### config.mk
export PLATFORM = sky130hd
export DESIGN_NAME = axis_frame_packer_flat
export DESIGN_NICKNAME = d
export VERILOG_FILES = /design/src/rtl/axis_frame_packer_if.sv /design/src/rtl/axis_frame_packer.sv /design/src/flat_wrapper.sv
export SDC_FILE = /design/constraint.sdc
export NUM_CORES = 1
export LEC_CHECK = 0
export BUFFER_PORTS_ARGS = -buffer_cell sky130_fd_sc_hd__clkbuf_2
export CORE_MARGIN = 1.5
export CORE_UTILIZATION = 50
export DETAILED_ROUTE_END_ITERATION = 6
export PLACE_DENSITY_LB_ADDON = 0.25
export SLEW_MARGIN = 10
export SYNTH_ARGS = -nofsm -noshare
export SYNTH_HDL_FRONTEND = slang
export SYNTH_SLANG_ARGS = --single-unit
### constraint.sdc
create_clock -name clk -period 4.4 [get_ports clk]
set_input_delay 0.22 -clock clk [delete_from_list [all_inputs] [get_ports clk]]
set_output_delay 0.22 -clock clk [all_outputs]
set_load 0.005 [all_outputs]
### src/rtl/axis_frame_packer_if.sv
// axis_frame_packer_if
//   AXI4-Stream bus between the frame packer and the S2MM DMA.
//   tdata  : 32-bit output beat
//   tvalid : beat valid
//   tlast  : last beat of a frame
//   tready : sink ready
//   master : packer side (drives tdata/tvalid/tlast, samples tready)
//   slave  : DMA side
interface axis_frame_packer_if;
  logic [31:0] tdata;
  logic        tvalid;
  logic        tlast;
  logic        tready;

  modport master (output tdata, output tvalid, output tlast, input tready);
  modport slave  (input tdata, input tvalid, input tlast, output tready);
endinterface

### src/rtl/axis_frame_packer.sv
// axis_frame_packer
//   Buffers a valid-only pixel stream (no backpressure) in a small FIFO and
//   re-issues it as an AXI4-Stream master with TLAST on the last pixel of
//   each frame.
// Ports
//   clk, rst      : clock, synchronous active-high reset
//   enable_i      : 1 = accept input pixels (output drains regardless)
//   in_pixel_i    : pixel from the dehazing core
//   in_valid_i    : in_pixel_i valid this cycle
//   m_axis        : AXI4-Stream master bus (tdata/tvalid/tlast/tready)
//   fill_level_o  : entries held, including the beat on the bus
//   overflow_o    : sticky, a pixel was dropped since reset
//   frame_done_o  : one-cycle pulse after the TLAST beat handshakes
module axis_frame_packer #(
  parameter int DATA_W     = 24,
  parameter int IMG_W      = 512,
  parameter int IMG_H      = 512,
  parameter int FIFO_DEPTH = 16
) (
  input  logic                          clk,
  input  logic                          rst,
  input  logic                          enable_i,
  input  logic [DATA_W-1:0]             in_pixel_i,
  input  logic                          in_valid_i,
  axis_frame_packer_if.master           m_axis,
  output logic [$clog2(FIFO_DEPTH):0]   fill_level_o,
  output logic                          overflow_o,
  output logic                          frame_done_o
);

  localparam int AW   = $clog2(FIFO_DEPTH);
  localparam int LW   = AW + 1;
  localparam int NPIX = IMG_W * IMG_H;
  localparam int CW   = (NPIX > 1) ? $clog2(NPIX) : 1;

  // Storage is a register array; the head entry is read straight from a
  // register, so the bus outputs depend only on state, never on tready.
  logic [DATA_W-1:0] mem_q [FIFO_DEPTH];

  logic [AW-1:0] wr_ptr_q, wr_ptr_d;
  logic [AW-1:0] rd_ptr_q, rd_ptr_d;
  logic [LW-1:0] cnt_q,    cnt_d;
  logic [CW-1:0] beat_q,   beat_d;
  logic          ovf_q,    ovf_d;
  logic          done_q,   done_d;

  logic tvalid, full, acc, push, pop, drop, is_last;

  assign tvalid  = (cnt_q != '0);
  assign full    = (cnt_q == LW'(FIFO_DEPTH));
  assign pop     = tvalid & m_axis.tready;
  assign acc     = in_valid_i & enable_i;
  // A pop frees a slot in the same cycle, so a full FIFO still accepts.
  assign push    = acc & (!full | pop);
  assign drop    = acc & full & !pop;
  assign is_last = (beat_q == CW'(NPIX - 1));

  always_comb begin
    cnt_d    = cnt_q;
    wr_ptr_d = wr_ptr_q;
    rd_ptr_d = rd_ptr_q;
    beat_d   = beat_q;
    ovf_d    = ovf_q | drop;
    done_d   = pop & is_last;
    case ({push, pop})
      2'b10:   cnt_d = cnt_q + 1'b1;
      2'b01:   cnt_d = cnt_q - 1'b1;
      default: cnt_d = cnt_q;
    endcase
    if (push) wr_ptr_d = wr_ptr_q + 1'b1;
    if (pop) begin
      rd_ptr_d = rd_ptr_q + 1'b1;
      beat_d   = is_last ? '0 : beat_q + 1'b1;
    end
  end

  always_ff @(posedge clk) begin
    if (rst) begin
      wr_ptr_q <= '0;
      rd_ptr_q <= '0;
      cnt_q    <= '0;
      beat_q   <= '0;
      ovf_q    <= 1'b0;
      done_q   <= 1'b0;
    end else begin
      wr_ptr_q <= wr_ptr_d;
      rd_ptr_q <= rd_ptr_d;
      cnt_q    <= cnt_d;
      beat_q   <= beat_d;
      ovf_q    <= ovf_d;
      done_q   <= done_d;
    end
  end

  // Data array needs no reset: reads are masked by tvalid. When full with a
  // simultaneous pop, wr_ptr == rd_ptr and the slot being popped is reused.
  always_ff @(posedge clk) begin
    if (push) mem_q[wr_ptr_q] <= in_pixel_i;
  end

  assign m_axis.tvalid = tvalid;
  assign m_axis.tdata  = tvalid ? 32'(mem_q[rd_ptr_q]) : 32'h0;
  assign m_axis.tlast  = tvalid & is_last;
  assign fill_level_o  = cnt_q;
  assign overflow_o    = ovf_q;
  assign frame_done_o  = done_q;

endmodule
### src/flat_wrapper.sv
// flat-port wrapper written by rule: the top's interface ports become plain ports
module axis_frame_packer_flat 
#(
  parameter int DATA_W     = 24,
  parameter int IMG_W      = 512,
  parameter int IMG_H      = 512,
  parameter int FIFO_DEPTH = 16
)
  (clk, rst, enable_i, in_pixel_i, in_valid_i, fill_level_o, overflow_o, frame_done_o, m_axis_tdata, m_axis_tvalid, m_axis_tlast, m_axis_tready);
  axis_frame_packer_if m_axis_i ();
  input  logic clk;
  input  logic rst;
  input  logic enable_i;
  input  logic [DATA_W-1:0] in_pixel_i;
  input  logic in_valid_i;
  output logic [$clog2(FIFO_DEPTH):0] fill_level_o;
  output logic overflow_o;
  output logic frame_done_o;
  output wire logic [$bits(m_axis_i.tdata)-1:0] m_axis_tdata;
  output wire logic [$bits(m_axis_i.tvalid)-1:0] m_axis_tvalid;
  output wire logic [$bits(m_axis_i.tlast)-1:0] m_axis_tlast;
  input wire logic [$bits(m_axis_i.tready)-1:0] m_axis_tready;
  assign m_axis_tdata = m_axis_i.tdata;
  assign m_axis_tvalid = m_axis_i.tvalid;
  assign m_axis_tlast = m_axis_i.tlast;
  assign m_axis_i.tready = m_axis_tready;
  axis_frame_packer #(.DATA_W(DATA_W), .IMG_W(IMG_W), .IMG_H(IMG_H), .FIFO_DEPTH(FIFO_DEPTH)) u_core (.clk(clk), .rst(rst), .enable_i(enable_i), .in_pixel_i(in_pixel_i), .in_valid_i(in_valid_i), .m_axis(m_axis_i), .fill_level_o(fill_level_o), .overflow_o(overflow_o), .frame_done_o(frame_done_o));
endmodule
==> metrics.md, run 1 <==
| Metric | Value |
|---|---|
| Critical Path AT | 3.75 ns |
| Compound-gate portion of the synthesized area | 0.0311 |
| Share of synthesized registers carrying an async set or reset | 0 |
| Int Power | 7230 uW |
| Fraction of the mapped netlist area in simple logic gates | 0.0334 |
| P_leak | 0.00586 uW |
| Initial Utilization | 0.510 |
| Worst-path cell chain | nor2b_1, a21oi_1, inv_1, ha_1, ha_1, or4b_2, a21oi_1, a31oi_1, nand3_1 |
| Slew headroom | 0.336 |
| Clock Power Share | 0.362 |
| CP bufs+invs | 1 |
| CTS tree | yes |
| Reg-to-reg setup timing slack | 1.12 ns |
| Critical path's top delay family | simple AND/OR/NAND/NOR gates |
| Diodes inserted | 0 |
| PortBufs | 61 |
| P_sw | 2360 uW |
| Crit path time final | 3.28 ns |
| First-pass GRT wire length | 48300 um |
| Routed wire length | 31200 um |
| Setup crit end kind | register |
| Peak VDD IR | 269 uV |
| Post-route cell area | 18800 um2 |
| Yosys top cell area share | 0.693 |
| DRT Pass-1 Iters | 5 |
| Total negative slack | 0 ns |
| Comb power frac | 0.160 |
| # clock sinks | 421 |
| Slowest CP cell | dfxtp_1 |
| Commonest non-fill, non-tap cells in the layout | edfxtp_1, mux4_2, clkbuf_2, mux2i_1, clkbuf_16 |
| Post-synth EDFFs | 384 |
| Largest family of logic cells by synthesized area | multiplexers |
| Largest net degree at the start of global routing | 54 |
| Worst hold endpoint | u_core.overflow_o |
| FMAX | 305 MHz |
| Mux cell area share after synthesis | 0.161 |
| Initial antenna violation count | 0 |
| Synth Cell Area | 16600 um2 |
| Max_cap viols | 0 |
| Worst R2R End | u_core.fill_level_o[4] |
| Yosys top cell by area | edfxtp_1 |
| H-Tree Depth | 2 |
| Post-Synth XOR/XNOR Area | 0.00835 |
| Top cells by area, synth | edfxtp_1, mux4_2, dfxtp_1 |
| Crit Reg-Reg Startpoint | u_core.fill_level_o[4] |
| CP Data Required Time | 4.87 ns |
| Core area | 32600 um2 |
| IO Pins | 70 |
| Critical path type | reg -> reg |
| Cells after synthesis | 833 |
| Post-DR wirelength/cell | 22.6 um |
| Drt via density | 5.78 |
| Final Hold Fails | 0 |
| Die area | 34400 um2 |
| FP Rows | 66 |
| Final setup vio count | 0 |
| Clock Latency Late Sink | 0.53 ns |
| Top_reg_cell synth | edfxtp_1 |
| Clock transition at path regs | 0.06 ns |
| RSZ-0062 raised after global routing | no |
| Clk buf depth | 3 |
| HP Class | in -> reg |
| GPL Wtd Cong | 0.764 |
| Vias in the first global route | 8291 |
| Min-delay src | in_valid_i |
| Seq pwr share | 0.477 |
| Power density cells | 510 nW/um2 |
| Final worst-path cycle share | 0.746 |
| DIE HEIGHT | 185 um |
| Crit start category | register |
| Initial DRC count | 616 |
| Post-synthesis sequential area ratio | 0.738 |
| Avg Inst Size Synth | 20.0 um2 |
| Hold path cells | 3 |
| Synthesis-stage register bit count | 421 |
| DRT antenna net count | 0 |
| Total GRT Usage | 0.189 |
| Switching Fraction | 0.246 |
| Max Slew Vio Count | 0 |
| Worst-margin pin slew | 0.996 ns |
| Fin nets | 944 |
| Status | completed |
| Drt drc | 0 |
| Clock skew | 0.0112 ns |
| Overflow after GRT | 0 |
| Post-DP HPWL | 17700 um |
| Worst Path Max Fanout | 16 |
| Fillcell total | 2412 |
| Setup bufs post-CTS | 0 |
| CTS Buf Count | 42 |
| Fraction of layout cells with a size suffix above 1 | 0.275 |
| Slowest stage delay, CP | 0.73 ns |
| Post-synth cell types | 60 |
| Commonest non-fill, non-tap cell in the layout | edfxtp_1 |
| R2R depth | 9 |
| Placed inst area | 17400 um2 |
| YS warnings | 0 |
| Routed vias | 7981 |
| Area growth syn-to-layout | 13.0% |
| Horiz. Die Dim | 185 um |
| Adder-cell area share of the yosys netlist | 0.00752 |
| Clock root buffer | clkbuf_16 |
synthesized netlist by cell type (2+ instances only):
master / number
a211o_1: 2
a211oi_1: 2
a21oi_1: 12
a21oi_2: 2
and2_1: 8
and3_1: 7
and4_1: 5
buf_1: 4
buf_2: 17
buf_4: 10
buf_6: 3
clkbuf_1: 20
dfxtp_1: 37
edfxtp_1: 384
ha_1: 10
inv_1: 12
mux2i_1: 52
mux4_2: 96
nand2_1: 8
nand2b_1: 2
nand3_1: 11
nand4_1: 3
nor2_1: 23
nor3_1: 3
nor3b_1: 3
nor4_1: 7
o2111ai_1: 2
o211ai_1: 4
o21a_1: 2
o21ai_0: 5
o21ai_1: 2
o22ai_1: 24
o31ai_1: 4
or3_1: 6
or4_1: 4
xnor2_1: 3
xor2_1: 11
logic make-up after synthesis:
| kind of cell | Yosys count |
|---|---|
| flops | 421 |
| mux | 148 |
| simple gates | 98 |
| compound gates | 73 |
| buf+inv | 67 |
| xor+xnor | 15 |
| fa+ha+maj | 10 |
| other cells | 1 |
metal layers:
metal,GRT usage,vias up,routed length (um)
li1,-,3567,-
met1,0.273,4188,14400
met2,0.303,182,15200
met3,0.0293,44,1120
met4,0.0488,0,510
met5,0,-,0
area by class of cell:
| type | count | area [um2] | share of cell area |
|---|---|---|---|
| clock inverters | 15 | 148 | 0.00786 |
| inverters | 12 | 45.0 | 0.00240 |
| multi-input cells | 352 | 4110 | 0.219 |
| well taps | 442 | 553 | 0.0294 |
| repair buffers | 76 | 458 | 0.0244 |
| flip-flops and latches | 421 | 12300 | 0.654 |
| clock buffers | 63 | 1190 | 0.0635 |
tightest hold or removal path, stage by stage:
cell	delay, ns
clkbuf_2	0.10
a41oi_1	0.11
nor2_1	0.08
how the worst max path moves through the flow:
stage                                       from                      to  slack, ns  cells after the start
after floorplan           u_core.fill_level_o[4]      u_core.mem_q[1][0]       0.51                      4
after global placement    u_core.fill_level_o[1]  u_core.fill_level_o[4]       1.20                     10
after detailed placement  u_core.fill_level_o[1]  u_core.fill_level_o[2]       1.15                     10
after CTS                 u_core.fill_level_o[1]  u_core.fill_level_o[2]       1.12                     10
after global routing      u_core.fill_level_o[1]  u_core.fill_level_o[2]       0.86                     10
final                     u_core.fill_level_o[4]  u_core.fill_level_o[4]       1.12                      9
power groups by stage:
stage | clock, uW | sequential (uW) | combinational (uW)
6_report | 3470 | 4580 | 1540
5_1_grt | 3710 | 4590 | 1680
4_1_cts | 3530 | 4580 | 1560
3_5_place_dp | 0 | 4670 | 1560
3_3_place_gp | 0 | 4660 | 1540
2_1_floorplan | 0 | 4540 | 1200
repair_timing:
| item | in CTS | in global routing |
|---|---|---|
| gates resized for setup | 0 | 0 |
| hold buffers | 1 | 0 |
| setup endpoints to repair | 0 | 0 |
| hold endpoints to repair | 1 | 0 |
flip-flops by register name (all words and copies together) (netlist names), named ones only:
name                 count
u_core.rd_ptr_q          4
u_core.wr_ptr_q          4
u_core.frame_done_o      1
u_core.beat_q           18
u_core.fill_level_o      5
u_core.overflow_o        1
u_core.mem_q           384
per-stage QoR:
step | hold WS [ns] | utilization | total power (uW) | setup slack (ns) | cells
6_report | 0.0155 | 0.576 | 9590 | 1.12 | 1381
5_1_grt | 0.00314 | 0.576 | 9980 | 0.858 | 1381
3_5_place_dp | 0.473 | 0.535 | 6220 | 1.15 | 1302
3_3_place_gp | 0.467 | 0.535 | 6210 | 1.20 | 1302
2_1_floorplan | 0.319 | - | 5740 | 0.510 | 840
4_1_cts | 0.00313 | 0.576 | 9680 | 1.12 | 1381
No activity file was read; power rests on OpenSTA's default activity.
==> inputs of run 2 (changes only) <==
Clock period 4.4 ns to 3 ns, I/O delays scaled along.
==> metrics.md, run 2 (synthesized netlist as in run 1, its figures left out) <==
| Metric | Value |
|---|---|
| CP Data Required Time | 2.85 ns |
| Setup crit end kind | output port |
| Worst Path Max Fanout | 17 |
| Post-route cell area | 19200 um2 |
| Final worst slack | 0.190 ns |
| P_leak | 0.00609 uW |
| Clock Latency Late Sink | 0.53 ns |
| Routed wire length | 33500 um |
| Clk buf depth | 3 |
| Core area | 32600 um2 |
| Total GRT Usage | 0.202 |
| Drt drc | 0 |
| Power density cells | 755 nW/um2 |
| R2R depth | 10 |
| Final Hold Fails | 0 |
| FP Rows | 66 |
| Diodes inserted | 0 |
| Largest net degree at the start of global routing | 63 |
| Commonest non-fill, non-tap cells in the layout | edfxtp_1, mux4_2, clkbuf_2, mux2i_1, clkbuf_16 |
| CTS tree | yes |
| Largest register FFs | 384 |
| # clock sinks | 421 |
| Critical path type | reg -> out |
| Overflow after GRT | 0 |
| GPL Wtd Cong | 0.775 |
| PortBufs | 61 |
| Drt via density | 5.78 |
| Post-DR wirelength/cell | 23.8 um |
| FMAX | 356 MHz |
| Fin nets | 973 |
| Crit path time final | 2.81 ns |
| Vias in the first global route | 8355 |
| Fraction of layout cells with a size suffix above 1 | 0.304 |
| CTS Buf Count | 42 |
| Crit path capture | m_axis_tdata[8] |
| Clock root buffer | clkbuf_16 |
| Clock transition at path regs | 0.06 ns |
| Worst R2R End | u_core.fill_level_o[2] |
| Slew headroom | 0.504 |
| Largest Register | u_core.mem_q |
| Placed inst area | 17800 um2 |
| Dpl ws | 0.303 ns |
| Routed vias | 8151 |
| Final core utilization | 0.590 |
| Initial antenna violation count | 0 |
| Clock skew | 0.0124 ns |
| Max Slew Vio Count | 0 |
| Die area | 34400 um2 |
| Final worst-path cycle share | 0.937 |
| Initial Utilization | 0.510 |
| DRT antenna net count | 0 |
| Peak VDD IR | 465 uV |
| Status | completed |
| Min-delay src | in_pixel_i[16] |
| DRT Pass-1 Iters | 7 |
| Max_cap viols | 0 |
| Area growth syn-to-layout | 15.6% |
| Crit Reg-Reg Startpoint | u_core.fill_level_o[1] |
| Commonest non-fill, non-tap cell in the layout | edfxtp_1 |
| Critical Path AT | 2.66 ns |
| DIE HEIGHT | 185 um |
| HP Class | in -> reg |
| Initial DRC count | 788 |
| Critical path origin | u_core.fill_level_o[1] |
| RSZ-0062 raised after global routing | no |
| Final setup vio count | 0 |
| Reg-to-reg setup timing slack | 0.35 ns |
| Post-DP HPWL | 19000 um |
| First-pass GRT wire length | 50800 um |
| Worst-margin pin slew | 0.745 ns |
| Horiz. Die Dim | 185 um |
| Crit start category | register |
| H-Tree Depth | 2 |
| IO Pins | 70 |
==> run 2: changes by cell type in the layout (fill, tap and decap cells not counted), moves of 2 or more <==
cell,delta
buf_4,+18
buf_12,+9
clkbuf_1,-9
bufinv_16,+5
clkbuf_16,-3
inv_6,+2
==> run 2: routing by layer <==
metal	wire (um)	part of all wire	GRT usage	up-vias
met5	0	0	0	-
met1	14300	0.43	0.282	4236
met2	16800	0.50	0.332	235
met3	1910	0.057	0.0344	44
li1	-	-	-	3636
met4	495	0.015	0.0485	0
==> run 2: how the worst min path moves through the flow <==
stage	to	depth (start not counted)
3_5_place_dp	u_core.overflow_o	3
6_report	u_core.mem_q[9][16]	1
2_1_floorplan	u_core.mem_q[0][0]	0
5_1_grt	u_core.mem_q[6][7]	1
3_3_place_gp	u_core.overflow_o	3
4_1_cts	u_core.mem_q[0][16]	1
==> run 2: what timing repair did <==
action	4_1_cts	5_1_grt
setup buffers	0	0
gates resized for setup	0	2
hold buffers	2	0
setup endpoints to repair	0	3
hold endpoints to repair	1	0
==> run 2: stage by stage <==
stage	cells	power, uW	hold slack, ns	TNS [ns]
floorplan	840	8430	0.249	-85.03
finish	1409	14500	0.0179	0
detailed placement	1330	9260	0.455	0
CTS	1409	14700	0.00401	0
global placement	1330	9240	0.458	0
global route	1409	15100	0.0261	0
==> run 2: power breakdown <==
part	switching (uW)	internal, uW	leakage [uW]
logic	1340	1180	0.00163
clock network	2130	3280	0.000697
registers	102	6490	0.00376
==> run 2: critical path, stage by stage (launching register included) <==
cell	delay, ns
dfxtp_1	0.40
or4_4	0.57
buf_4	0.21
nor2_4	0.16
or2_1	0.18
buf_6	0.24
o22ai_1	0.19
clkbuf_2	0.15
==> run 2: cell type report <==
type                       instances  area [um2]
tap                              442         553
fill                            2359       13400
timing repair buffer             105         795
inverter                          12        45.0
clock buffer                      51        1080
sequential                       421       12300
clock inverter                    26         349
multi-input combinational        352        4120
==> inputs of run 3 (changes only) <==
Clock period 3 ns to 3.4 ns, I/O delays scaled along.
==> metrics.md, run 3 (synthesized netlist as in run 1, its figures left out) <==
| Metric | Value |
|---|---|
| Status | completed |
| Commonest non-fill, non-tap cells in the layout | edfxtp_1, mux4_2, clkbuf_2, mux2i_1, clkbuf_16 |
| CTS Buf Count | 43 |
| IO Pins | 70 |
| Final worst slack | 0.382 ns |
| Clk buf depth | 3 |
| Switching Fraction | 0.247 |
| Fin nets | 963 |
| Clock Latency Late Sink | 0.53 ns |
| Largest register FFs | 384 |
| GPL Wtd Cong | 0.791 |
| Horiz. Die Dim | 185 um |
| M1 wire length | 14600 um |
| Vias in the first global route | 8256 |
| HP Class | in -> reg |
| RSZ-0062 raised after global routing | no |
| Clock transition at path regs | 0.06 ns |
| Area growth syn-to-layout | 14.2% |
| R2R depth | 10 |
| DRT Pass-1 Iters | 5 |
| Final core utilization | 0.583 |
| Routed vias | 8066 |
| Top Metal Used | met4 |
| Crit path time final | 3.02 ns |
| PostCTS Resize Cnt | 0 |
| Overflow after GRT | 0 |
| Worst-margin pin slew | 0.973 ns |
| Fraction of layout cells with a size suffix above 1 | 0.287 |
| # clock sinks | 421 |
| Total GRT Usage | 0.197 |
| Placed inst area | 17700 um2 |
| DRT antenna net count | 0 |
| Worst Path Max Fanout | 10 |
| Largest Register | u_core.mem_q |
| Dpl ws | 0.448 ns |
| Slew headroom | 0.351 |
| Crit start category | register |
| Crit Reg-Reg Startpoint | u_core.fill_level_o[1] |
| Reg-to-reg setup timing slack | 0.38 ns |
| Final worst-path cycle share | 0.888 |
| Power density cells | 655 nW/um2 |
| CTS tree | yes |
| Max_cap viols | 0 |
| Worst hold endpoint | u_core.mem_q[13][23] |
| Post-DP HPWL | 19200 um |
| Initial antenna violation count | 0 |
| Largest net degree at the start of global routing | 49 |
| Hold path cells | 1 |
| Drt drc | 0 |
| Diodes inserted | 0 |
| Setup bufs post-CTS | 0 |
| Die area | 34400 um2 |
| Drt via density | 5.79 |
| FMAX | 331 MHz |
| Routed wl met3 | 1360 um |
| Hold-fix buffers, CTS | 2 |
| Comb power frac | 0.172 |
| H-Tree Depth | 2 |
| Commonest non-fill, non-tap cell in the layout | edfxtp_1 |
| Final Hold Fails | 0 |
| Max Slew Vio Count | 0 |
| Setup crit end kind | register |
| PortBufs | 61 |
| P_leak | 0.00596 uW |
| Post-route cell area | 19000 um2 |
| Peak VDD IR | 460 uV |
| Routed wire length | 32300 um |
| CP Data Required Time | 3.87 ns |
| Clock Power Share | 0.357 |
| DIE HEIGHT | 185 um |
| Critical path type | reg -> reg |
| FP Rows | 66 |
| Initial Utilization | 0.510 |
| Clock root buffer | clkbuf_16 |
| P_sw | 3070 uW |
| Clock skew | 0.00985 ns |
| Multi-input gate area | 4110 um2 |
| First-pass GRT wire length | 49500 um |
| Initial DRC count | 557 |
| Min-delay src | in_pixel_i[23] |
| WL met2 | 15600 um |
| Seq pwr share | 0.471 |
| Fillcell total | 2424 |
| Int Power | 9360 uW |
| Register area | 12300 um2 |
| Worst R2R End | u_core.fill_level_o[4] |
| Final setup vio count | 0 |
| Post-DR wirelength/cell | 23.2 um |
| Critical Path AT | 3.49 ns |
| Core area | 32600 um2 |
-- run 3: cell count changes in the layout (fill, tap and decap cells not counted) --
cell        before  now
buf_12          12   10
buf_4           29   21
buf_6            1    0
bufinv_16        8    3
clkbuf_16       42   45
clkinv_1         5    9
clkinv_2         7    2
clkinv_8         1    0
clkinvlp_4       1    2
ha_1             9   10
ha_2             1    0
inv_6            2    0
o21ai_2          0    1
o21ai_4          2    1
-- run 3: final cells by class --
class | count | area share
flip-flops and latches | 421 | 0.646
clock buffers | 54 | 0.0610
inverters | 12 | 0.00237
repair buffers | 94 | 0.0360
well taps | 442 | 0.0291
multi-input cells | 352 | 0.217
clock inverters | 18 | 0.00856
-- run 3: worst max path at each step --
stage                     slack (ns)                     end  cells after the start                   start
after CTS                       0.43  u_core.fill_level_o[4]                     10  u_core.fill_level_o[1]
final                           0.38  u_core.fill_level_o[4]                     10  u_core.fill_level_o[1]
after global routing            0.16  u_core.fill_level_o[4]                     10  u_core.fill_level_o[1]
after floorplan                -0.49      u_core.mem_q[1][0]                      4  u_core.fill_level_o[4]
after detailed placement        0.45  u_core.fill_level_o[4]                     10  u_core.fill_level_o[1]
after global placement          0.44  u_core.fill_level_o[4]                     10  u_core.fill_level_o[1]
-- run 3: power groups by stage --
stage	combinational [uW]	sequential (uW)	clock, uW
floorplan	1550	5880	0
global placement	2160	5960	0
detailed placement	2160	5970	0
CTS	2170	5860	4530
global route	2320	5870	4740
finish	2140	5860	4440
-- run 3: metrics by stage --
step,hold slack (ns),TNS (ns),cells,power [uW]
after floorplan,0.269,-47.02,840,7430
final,0.0601,0,1393,12400
after global routing,0.0870,0,1393,12900
after global placement,0.461,0,1319,8120
after CTS,0.0480,0,1393,12600
after detailed placement,0.480,0,1319,8130
-- run 3: worst max-delay path: stages, from the launching register on --
cell and delay (ns):
dfxtp_1 0.41, nor4_1 0.33, buf_4 0.18, a21oi_1 0.13, inv_1 0.30, ha_1 0.44, ha_1 0.26, or4b_2 0.59
a21oi_1 0.15, a31oi_1 0.06, nand3_1 0.10
-- run 3: layer usage --
metal	vias to the layer above	GRT usage
li1	3597	-
met1	4214	0.279
met2	202	0.319
met3	53	0.0281
met4	0	0.0618
met5	-	0
